## src/rtl/tcb_full_lib_logsize2byteena_pkg.sv

```systemverilog
// -----------------------------------------------------------------------------
// tcb_full_lib_logsize2byteena_pkg
//
// Shared types and helpers for the TCB-Full log-size to byte-enable adapter.
//   tcb_cfg_t      bus/handshake configuration (data/address width, response delay)
//   tcb_dly_t      one response-tracking entry {trn, wen, off, siz, uns}
//   tcb_byt_mask   wrapping byte-enable mask from offset and log2 size
//   tcb_rot_left   rotate byte i to lane (off+i) mod BYT (write data)
//   tcb_rot_right  rotate lane (off+i) mod BYT to byte i (read data)
//
// The helpers operate on a fixed maximum width (TCB_MAX_BYT lanes); the
// active lane count is 2**max, so callers zero-extend their data and keep
// only the low BYT lanes of the result.
// -----------------------------------------------------------------------------
package tcb_full_lib_logsize2byteena_pkg;

   localparam int unsigned TCB_MAX_BYT = 16;
   localparam int unsigned TCB_MAX_DAT = 8 * TCB_MAX_BYT;
   localparam int unsigned TCB_OFF_W   = 4;
   localparam int unsigned TCB_SIZ_W   = 3;

   typedef struct packed {
      int unsigned ADR;
      int unsigned DAT;
   } tcb_bus_cfg_t;

   typedef struct packed {
      int unsigned DLY;
   } tcb_hsk_cfg_t;

   typedef struct packed {
      tcb_bus_cfg_t BUS;
      tcb_hsk_cfg_t HSK;
   } tcb_cfg_t;

   localparam tcb_cfg_t TCB_CFG_DEF = '{BUS: '{ADR: 32, DAT: 32}, HSK: '{DLY: 1}};

   typedef struct packed {
      logic                 trn;
      logic                 wen;
      logic [TCB_OFF_W-1:0] off;
      logic [TCB_SIZ_W-1:0] siz;
      logic                 uns;
   } tcb_dly_t;

   // Lane index mask for a bus of 2**max byte lanes.
   function automatic logic [TCB_OFF_W-1:0] tcb_lane_lim(input int unsigned max);
      return TCB_OFF_W'((32'd1 << max) - 32'd1);
   endfunction

   // An oversized request enables every lane so the access is never silently
   // narrowed; it is flagged by an assertion at the adapter.
   function automatic logic [TCB_MAX_BYT-1:0] tcb_byt_mask(
      input logic [TCB_OFF_W-1:0] off,
      input logic [TCB_SIZ_W-1:0] siz,
      input int unsigned          max
   );
      logic [TCB_MAX_BYT-1:0] msk;
      logic [TCB_OFF_W-1:0]   lim;
      msk = '0;
      lim = tcb_lane_lim(max);
      for (int unsigned i = 0; i < TCB_MAX_BYT; i++) begin
         if (32'(siz) > max) begin
            if (i <= 32'(lim)) msk[TCB_OFF_W'(i)] = 1'b1;
         end else if (i < (32'd1 << siz)) begin
            msk[(off + TCB_OFF_W'(i)) & lim] = 1'b1;
         end
      end
      return msk;
   endfunction

   function automatic logic [TCB_MAX_DAT-1:0] tcb_rot_left(
      input logic [TCB_MAX_DAT-1:0] dat,
      input logic [TCB_OFF_W-1:0]   off,
      input int unsigned            max
   );
      logic [TCB_MAX_DAT-1:0] res;
      logic [TCB_OFF_W-1:0]   lim;
      logic [TCB_OFF_W-1:0]   lane;
      res = '0;
      lim = tcb_lane_lim(max);
      for (int unsigned i = 0; i < TCB_MAX_BYT; i++) begin
         if (i <= 32'(lim)) begin
            lane = (off + TCB_OFF_W'(i)) & lim;
            res[{lane, 3'b000} +: 8] = dat[{TCB_OFF_W'(i), 3'b000} +: 8];
         end
      end
      return res;
   endfunction

   function automatic logic [TCB_MAX_DAT-1:0] tcb_rot_right(
      input logic [TCB_MAX_DAT-1:0] dat,
      input logic [TCB_OFF_W-1:0]   off,
      input int unsigned            max
   );
      logic [TCB_MAX_DAT-1:0] res;
      logic [TCB_OFF_W-1:0]   lim;
      logic [TCB_OFF_W-1:0]   lane;
      res = '0;
      lim = tcb_lane_lim(max);
      for (int unsigned i = 0; i < TCB_MAX_BYT; i++) begin
         if (i <= 32'(lim)) begin
            lane = (off + TCB_OFF_W'(i)) & lim;
            res[{TCB_OFF_W'(i), 3'b000} +: 8] = dat[{lane, 3'b000} +: 8];
         end
      end
      return res;
   endfunction

endpackage

```

## src/rtl/tcb_full_lib_logsize2byteena_if.sv

```systemverilog
// -----------------------------------------------------------------------------
// tcb_full_lib_logsize2byteena_if
//
// TCB-Full bus bundle. One request struct carries the fields of both modes:
// log-size managers use {siz, uns}, byte-enable subordinates use {byt}.
//   vld/rdy   handshake (transfer when both high)
//   req       {wen, adr, siz, uns, byt, wdt}
//   rsp       {rdt, sts}, fixed latency CFG.HSK.DLY after the transfer
// Modports: man (drives request), sub (drives ready and response).
// -----------------------------------------------------------------------------
interface tcb_full_lib_logsize2byteena_if
   import tcb_full_lib_logsize2byteena_pkg::*;
#(
   parameter type  cfg_t = tcb_cfg_t,
   parameter cfg_t CFG   = TCB_CFG_DEF
) ();

   localparam int unsigned ADR = CFG.BUS.ADR;
   localparam int unsigned DAT = CFG.BUS.DAT;
   localparam int unsigned BYT = DAT / 8;

   typedef struct packed {
      logic                 wen;
      logic [ADR-1:0]       adr;
      logic [TCB_SIZ_W-1:0] siz;
      logic                 uns;
      logic [BYT-1:0]       byt;
      logic [DAT-1:0]       wdt;
   } req_t;

   typedef struct packed {
      logic [DAT-1:0] rdt;
      logic           sts;
   } rsp_t;

   logic vld;
   logic rdy;
   req_t req;
   rsp_t rsp;

   modport man (output vld, req, input rdy, rsp);
   modport sub (input vld, req, output rdy, rsp);

endinterface

```

## src/rtl/tcb_full_lib_logsize2byteena_dly_line.sv

```systemverilog
// -----------------------------------------------------------------------------
// tcb_full_lib_logsize2byteena_dly_line
//
// Free-running shift register of DLY entries of type T. It never stalls,
// matching the fixed response latency of TCB.
//   clk   clock
//   rst   asynchronous active-high reset, clears every stage to '0
//   din   entry loaded into stage 0 every clock
//   dout  last stage (or din itself when DLY == 0)
// -----------------------------------------------------------------------------
module tcb_full_lib_logsize2byteena_dly_line #(
   parameter type         T   = logic,
   parameter int unsigned DLY = 1
) (
   input  logic clk,
   input  logic rst,
   input  T     din,
   output T     dout
);

   if (DLY == 0) begin : g_wire
      assign dout = din;
   end else begin : g_reg
      T stg [DLY];

      always_ff @(posedge clk or posedge rst) begin
         if (rst) begin
            for (int unsigned k = 0; k < DLY; k++) stg[k] <= '0;
         end else begin
            stg[0] <= din;
            for (int unsigned k = 1; k < DLY; k++) stg[k] <= stg[k-1];
         end
      end

      assign dout = stg[DLY-1];
   end

endmodule

```

## src/rtl/tcb_full_lib_logsize2byteena.sv

```systemverilog
// -----------------------------------------------------------------------------
// tcb_full_lib_logsize2byteena
//
// Adapts a log-size TCB-Full manager to a byte-enable subordinate.
//   clk  clock (single domain for both sides)
//   rst  asynchronous active-high reset
//   sub  upstream log-size manager connects here
//   man  downstream byte-enable subordinate (memory controller)
//
// Request path is combinational: write data is rotated into byte lanes and a
// wrapping byte-enable mask is built from the address offset and size. The
// mask wraps past the top lane; the downstream controller uses the next word
// address for those lanes.
// Response path tracks {trn, wen, off, siz, uns} of every cycle through a
// DLY-deep delay line and uses the last stage to rotate read data back to
// lane 0 and zero/sign-extend it. Slots without a read transfer return '0.
// Supports buses of up to TCB_MAX_BYT byte lanes.
// -----------------------------------------------------------------------------
module tcb_full_lib_logsize2byteena
   import tcb_full_lib_logsize2byteena_pkg::*;
#(
   parameter type  cfg_t = tcb_cfg_t,
   parameter cfg_t CFG   = TCB_CFG_DEF
) (
   input  logic                            clk,
   input  logic                            rst,
   tcb_full_lib_logsize2byteena_if.sub     sub,
   tcb_full_lib_logsize2byteena_if.man     man
);

   localparam int unsigned DAT = CFG.BUS.DAT;
   localparam int unsigned BYT = DAT / 8;
   localparam int unsigned MAX = $clog2(BYT);
   localparam int unsigned DLY = CFG.HSK.DLY;

   localparam logic [TCB_OFF_W-1:0] OFF_MSK = TCB_OFF_W'(BYT - 1);

   // ---------------------------------------------------------------------------
   // Request path
   // ---------------------------------------------------------------------------
   logic [TCB_OFF_W-1:0]   req_off;
   logic [TCB_MAX_BYT-1:0] byt_full;
   logic [TCB_MAX_DAT-1:0] wdt_rot;
   logic [TCB_MAX_DAT-1:0] wdt_msk;

   assign req_off = TCB_OFF_W'(sub.req.adr) & OFF_MSK;

   always_comb begin
      byt_full = tcb_byt_mask(req_off, sub.req.siz, MAX);
      wdt_rot  = tcb_rot_left(TCB_MAX_DAT'(sub.req.wdt), req_off, MAX);
      // Lanes outside the mask carry unrelated bytes after rotation; zero them.
      wdt_msk  = '0;
      for (int unsigned b = 0; b < TCB_MAX_BYT; b++) begin
         wdt_msk[8*b +: 8] = wdt_rot[8*b +: 8] & {8{byt_full[b]}};
      end
   end

   assign man.vld     = sub.vld;
   assign sub.rdy     = man.rdy;
   assign man.req.wen = sub.req.wen;
   assign man.req.adr = sub.req.adr;
   assign man.req.siz = sub.req.siz;
   assign man.req.uns = sub.req.uns;
   assign man.req.byt = byt_full[BYT-1:0];
   assign man.req.wdt = wdt_msk[DAT-1:0];

   // Byte enables from the manager have no meaning in log-size mode.
   logic unused_sub_byt;
   assign unused_sub_byt = ^sub.req.byt;

   // ---------------------------------------------------------------------------
   // Response tracking
   // ---------------------------------------------------------------------------
   tcb_dly_t dly_in;
   tcb_dly_t dly_out;

   always_comb begin
      dly_in     = '0;
      dly_in.trn = sub.vld & man.rdy;
      dly_in.wen = sub.req.wen;
      dly_in.off = req_off;
      dly_in.siz = sub.req.siz;
      dly_in.uns = sub.req.uns;
   end

   tcb_full_lib_logsize2byteena_dly_line #(
      .T   (tcb_dly_t),
      .DLY (DLY)
   ) u_dly_line (
      .clk  (clk),
      .rst  (rst),
      .din  (dly_in),
      .dout (dly_out)
   );

   // ---------------------------------------------------------------------------
   // Response decode
   // ---------------------------------------------------------------------------
   logic [TCB_MAX_DAT-1:0] rdt_rot;
   logic [DAT-1:0]         rdt_raw;
   logic [DAT-1:0]         rdt_ext;
   logic                   rsp_msb;
   logic [7:0]             rsp_fill;
   int unsigned            rsp_len;

   always_comb begin
      rdt_rot  = tcb_rot_right(TCB_MAX_DAT'(man.rsp.rdt), dly_out.off, MAX);
      rdt_raw  = rdt_rot[DAT-1:0];
      rsp_len  = 32'd1 << dly_out.siz;
      // Sign bit is the MSB of the last byte actually transferred.
      rsp_msb  = 1'b0;
      for (int unsigned i = 0; i < BYT; i++) begin
         if (i + 1 == rsp_len) rsp_msb = rdt_raw[8*i+7];
      end
      rsp_fill = dly_out.uns ? 8'h00 : {8{rsp_msb}};
      rdt_ext  = '0;
      for (int unsigned i = 0; i < BYT; i++) begin
         rdt_ext[8*i +: 8] = (i < rsp_len) ? rdt_raw[8*i +: 8] : rsp_fill;
      end
   end

   assign sub.rsp.rdt = (dly_out.trn & ~dly_out.wen) ? rdt_ext : '0;
   assign sub.rsp.sts = man.rsp.sts;

   // A log-size wider than the bus cannot be expressed as byte enables.
   siz_legal_a : assert property (@(posedge clk) disable iff (rst)
      sub.vld |-> (32'(sub.req.siz) <= MAX));

endmodule

```

## src/flat_wrapper.sv

```systemverilog
// flat-port wrapper written by rule: the top's interface ports become plain ports
module tcb_full_lib_logsize2byteena_flat import tcb_full_lib_logsize2byteena_pkg::*;
#(
   parameter type  cfg_t = tcb_cfg_t,
   parameter cfg_t CFG   = TCB_CFG_DEF
)
  (clk, rst, sub_vld, sub_req, sub_rdy, sub_rsp, man_vld, man_req, man_rdy, man_rsp);
  tcb_full_lib_logsize2byteena_if #(.cfg_t(cfg_t), .CFG(CFG)) sub_i ();
  tcb_full_lib_logsize2byteena_if #(.cfg_t(cfg_t), .CFG(CFG)) man_i ();
  input  logic clk;
  input  logic rst;
  input wire logic [$bits(sub_i.vld)-1:0] sub_vld;
  input wire logic [$bits(sub_i.req)-1:0] sub_req;
  output wire logic [$bits(sub_i.rdy)-1:0] sub_rdy;
  output wire logic [$bits(sub_i.rsp)-1:0] sub_rsp;
  output wire logic [$bits(man_i.vld)-1:0] man_vld;
  output wire logic [$bits(man_i.req)-1:0] man_req;
  input wire logic [$bits(man_i.rdy)-1:0] man_rdy;
  input wire logic [$bits(man_i.rsp)-1:0] man_rsp;
  assign sub_i.vld = sub_vld;
  assign sub_i.req = sub_req;
  assign sub_rdy = sub_i.rdy;
  assign sub_rsp = sub_i.rsp;
  assign man_vld = man_i.vld;
  assign man_req = man_i.req;
  assign man_i.rdy = man_rdy;
  assign man_i.rsp = man_rsp;
  tcb_full_lib_logsize2byteena #(.cfg_t(cfg_t), .CFG(CFG)) u_core (.clk(clk), .rst(rst), .sub(sub_i), .man(man_i));
endmodule
```

## config.mk

```make
export PLATFORM = sky130hd
export DESIGN_NAME = tcb_full_lib_logsize2byteena_flat
export DESIGN_NICKNAME = d
export VERILOG_FILES = /design/src/rtl/tcb_full_lib_logsize2byteena_pkg.sv /design/src/rtl/tcb_full_lib_logsize2byteena_if.sv /design/src/rtl/tcb_full_lib_logsize2byteena_dly_line.sv /design/src/rtl/tcb_full_lib_logsize2byteena.sv /design/src/flat_wrapper.sv
export SDC_FILE = /design/constraint.sdc
export NUM_CORES = 1
export LEC_CHECK = 0
export CAP_MARGIN = 20
export CELL_PAD_IN_SITES_DETAIL_PLACEMENT = 1
export CELL_PAD_IN_SITES_GLOBAL_PLACEMENT = 1
export CORE_MARGIN = 1.5
export CORE_UTILIZATION = 25
export DETAILED_ROUTE_END_ITERATION = 10
export GPL_ROUTABILITY_DRIVEN = 0
export PLACE_DENSITY_LB_ADDON = 0.1
export SLEW_MARGIN = 10
export SYNTH_ARGS = -nofsm -noshare
export SYNTH_HDL_FRONTEND = slang
export SYNTH_SLANG_ARGS = --single-unit
```

## constraint.sdc

```tcl
create_clock -name clk -period 5.6 [get_ports clk]
set_input_delay 0.56 -clock clk [delete_from_list [all_inputs] [get_ports clk]]
set_output_delay 0.56 -clock clk [all_outputs]
set_load 0.01 [all_outputs]
```

After elaboration in Yosys (flattened, before gate mapping)
Cells that the tools add are included.
Widths: inputs -> output; s select.

storage, ports and cells
  bits in registers = 8
  bits of input ports = 110

operators by class
  $add $sub $neg = 22
  $lt $le $gt $ge = 53
  equal/unequal tests = 4
  shift operators = 14
  multiplexer cells = 83
  bitwise logic cells = 23
  reductions and logical operators = 16

operator list
  kind                     count
  $shift 8x9->128 const A  4
  $shiftx 128x6->8         4
  $shiftx 8x9->128         4
  $bwmux 128               3
  $lt 4x32->1 const A      8
  $and 128x128->128        1
  $lt 1x32->1 const A      4
  $lt 2x32->1 const A      4
  $lt 3x32->1 const A      4
  $mux 4                   25
  $lt 2x5->1 const B       16
  $eq 2x32->1 const A      2
  $shl 1x3->32 const A     2
  $mux 16                  3
  $or 16x4->16             3
  $or 4x4->4               12
  $mux 8                   5
  $neg 5->9                4
  $and 8x8->8              4
  $demux 1 s2              16
  $eq 1x32->1 const A      1
  $eq 3x32->1 const A      1
  $ge 2x1->1 const B       16
  $mux 32                  1
  other kinds (12)         68

Logic depth before layout (Yosys ltp)
  depth after elaboration = 52
  gate-level depth with buffers = 10

Hierarchy
Synthesis repeated with hierarchy kept, for this count alone.

unflattened totals
  cells, all modules = 463
  area, all modules = 3224.3 um2

by module, submodules not included
  module                                 times used  cells each  area an instance (um2)  seq. area each (um2)
  tcb_full_lib_logsize2byteena           1           452         2970.3                  0.0
  tcb_full_lib_logsize2byteena_dly_line  1           11          254.0                   250.2

Least setup slack after synthesis
Ideal clock, no wire load.

  kind = input-to-output
  start point = in sub_req[40]
  end point = out man_req[24]
  arrival = 2424 ps
  slack = 2616 ps
  stages = 8
  buffers on the path = 2
  cell sequence = buf_2 > inv_2 > ha_1 > buf_6 > or4b_4 > nor3_4 > a221oi_1 > a211oi_1

on the way
  longest elaborated chain between the ends = 52

RTL lines
  element                                                              RTL line                            source
  from (decl)                                                          flat_wrapper.sv:13                  input wire logic [$bits(sub_i.req)-1:0] sub_req;
  parallel branches: the longest is 51 deep, another holds $lt 2x5->1  --
  $and 8x8->8 *                                                        tcb_full_lib_logsize2byteena.sv:54  wdt_msk[8*b +: 8] = wdt_rot[8*b +: 8] & {8{byt_full[b]}};
  to (decl)                                                            flat_wrapper.sv:17                  output wire logic [$bits(man_i.req)-1:0] man_req;

Every way passes the cells marked *.

Worst setup path in the final report
  start point = in sub_req[40]
  end point = out man_req[25]

Same word-level chain as after synthesis.

==> results.yml <==
clock_network:
  tritoncts: "done"
  clock_sinks: 8
  cts_buffers: 3
  htree_levels: 1
  cts_setup_buffers: 0
  ctsResizeCount: 0
  postCtsHoldBufs: 0
  cts_root_buffer: "clkbuf_16"
  path_clk_slew_ps: 30
  clk_path_buf_depth: 2
global_routing:
  grt_pass1_wl_mm: 21.53
  gr-usage-all-layers_pct: 20.64
  met3_usage_pct: 2.965
  grt_busiest_layer: "met2"
  antenna_found_initial: 0
  grt_start_max_net_pins: 41
  grtUsageMet2_pct: 37.56
  grt_pass1_vias: 4076
  grt.overflow.total: 0
  grt_util_met1_pct: 25.06
floorplanning:
  start_util_pct: 25.82
  core-area_mm2: 0.01206
  die-area_mm2: 0.01314
  die_w_um: 114.6
  io_pins: 218
  die_h_um: 114.6
  row_count: 40
worst_setup_path:
  start_kind: "input port"
  crit_type: "input port to primary output"
  arrival_ps: 4060
  end_kind: "primary output"
  worstPathRequired_ps: 5040
  path_max_fanout: 10
timing:
  finalSetupViolations: 0
  period_share_pct: 82.48
  hold_viol_final: 0
  tns_ps: 0
  fin_crit_ps: 4619
  fmax_mhz: 216.5
  slew_headroom_pct: 35.60
  timing.hold.ws_ps: 571.1
  rsz0062_at_grt: "false"
  tightest_slew_ps: 957.8
  slew_violations: 0
place:
  hpwl_mm: 10.74
  place_area_mm2: 0.004486
  portBuffers: 151
synth:
  synthCells: 449
  synthTopCellsByArea: "buf_4, a221oi_1, dfrtp_1"
  synth-seq-cells: 8
  syn_area_mm2: 0.003114
  synth_top_area_share_pct: 9.883
  avgSynthCellArea_um2: 6.936
  yosysSeqAreaShare_pct: 6.428
  synth_ff_type: "dfrtp_1"
  syn_nets: 567
  synthDistinctLibCells: 49
  synth-edff-count: 0
  async_reset_ff_share_pct: 100.0
  yosysTopAreaCell: "buf_4"
  yosys_warnings: 0
flow_run:
  maxCapViolations: 0
drt:
  detail_route.wl_per_cell_um: 19.71
  via_per_inst: 5.434
  drc: 0
  routed_wl_mm: 13.97
  ant_nets: 0
  dr.pass1.iters: 4
  vias: 3853
  first_iter_violations: 175
finish:
  drive_gt1_share_pct: 11.46
  antenna_cells: 0
  area_delta_synth_final_pct: 46.44
  largest_reg_flops: 8
  fin_area_mm2: 0.004561
  nets: 661
power_and_ir_drop:
  power_w: 0.0005088
  powerDensity_mw_per_mm2: 111.6
  ir_worst_vdd_v: 0.00006845
  p_leak_nw: 1.714
hold_path:
  min_path_type: "input port to async pin"
outcome:
  outcome: "completed"
-- where the power goes --
part           switching [W]  internal, W
sequential        0.00000417    0.0000611
clock              0.0000244    0.0000917
combinational       0.000162     0.000165
-- placed cells by master (no fill, tap or decap), types with 3 or more instances in the layout --
cell type        count
clkdlybuf4s50_1    151
nor2_1              36
nand2_1             35
a21oi_1             34
nand3_1             32
a221oi_1            25
o21ai_0             24
inv_1               20
buf_4               18
mux2_2              17
mux2i_1             17
a21o_1              16
a211oi_1            15
and2_1              10
and3_1              10
o31ai_1              9
a221oi_2             8
ha_1                 8
dfrtp_1              8
or4_1                7
nor3_2               5
nor2b_1              3
o21ai_1              3
clkbuf_16            3
-- cell usage after synthesis, drive strengths merged (15+ instances only) --
master and n:
o21ai 28, nand2 35, buf 60, a211oi 15
inv 21, a21o 16, a21oi 34, a221oi 33
nor2 36, clkbuf 20, nand3 32, mux2i 17
mux2 17
-- worst max-delay path: stages --
cell	delay, ps
clkdlybuf4s50_1	760
inv_2	160
ha_1	380
or4b_4	580
nor3_4	410
a221oi_1	160
a211oi_1	380
clkdlybuf4s50_1	670
-- kinds of logic (layout without fill, tap and decap cells) --
family                   Yosys count  after routing  synth area share [%]
AO/OA/AOI/OAI                    140            140                 32.02
adder cells (fa/ha/maj)            8              8                 3.214
buffers and inverters            101            193                 18.12
flip-flops                         8              8                 6.428
multiplexers                      35             35                 12.33
AND/OR/NAND/NOR                  157            157                 27.88
-- worst max path at each step --
stage                           start           to  slack [ps]  cells after the start
after global routing      sub_req[40]  man_req[25]         900                      8
final                     sub_req[40]  man_req[25]         980                      8
after floorplan           sub_req[40]  man_req[24]        2620                      8
after global placement    sub_req[40]  man_req[25]        1060                      8
after detailed placement  sub_req[40]  man_req[25]        1020                      8
after CTS                 sub_req[40]  man_req[25]        1000                      8
-- routing by layer --
metal	share of wire (%)	vias to the layer above
met5	0	-
met3	6.2	31
li1	-	1809
met4	2.4	0
met1	42	1857
met2	49	156
-- area by class of cell --
type / instances / area (um2)
Clock buffer: 3 / 75.07
Fill cell: 1524 / 7501
Inverter: 21 / 78.83
Multi-Input combinational cell: 340 / 2350
Sequential cell: 8 / 200.2
Tap cell: 168 / 210.2
Timing Repair Buffer: 169 / 1647
-- stage by stage --
step	setup slack [ps]	std cells	util [%]
finish	981.2	709	37.81
global route	899.2	709	37.81
CTS	996.4	709	37.81
detailed placement	1023	706	37.19
global placement	1058	705	37.13
floorplan	2616	449	-
(Power assumes the default switching activity.)
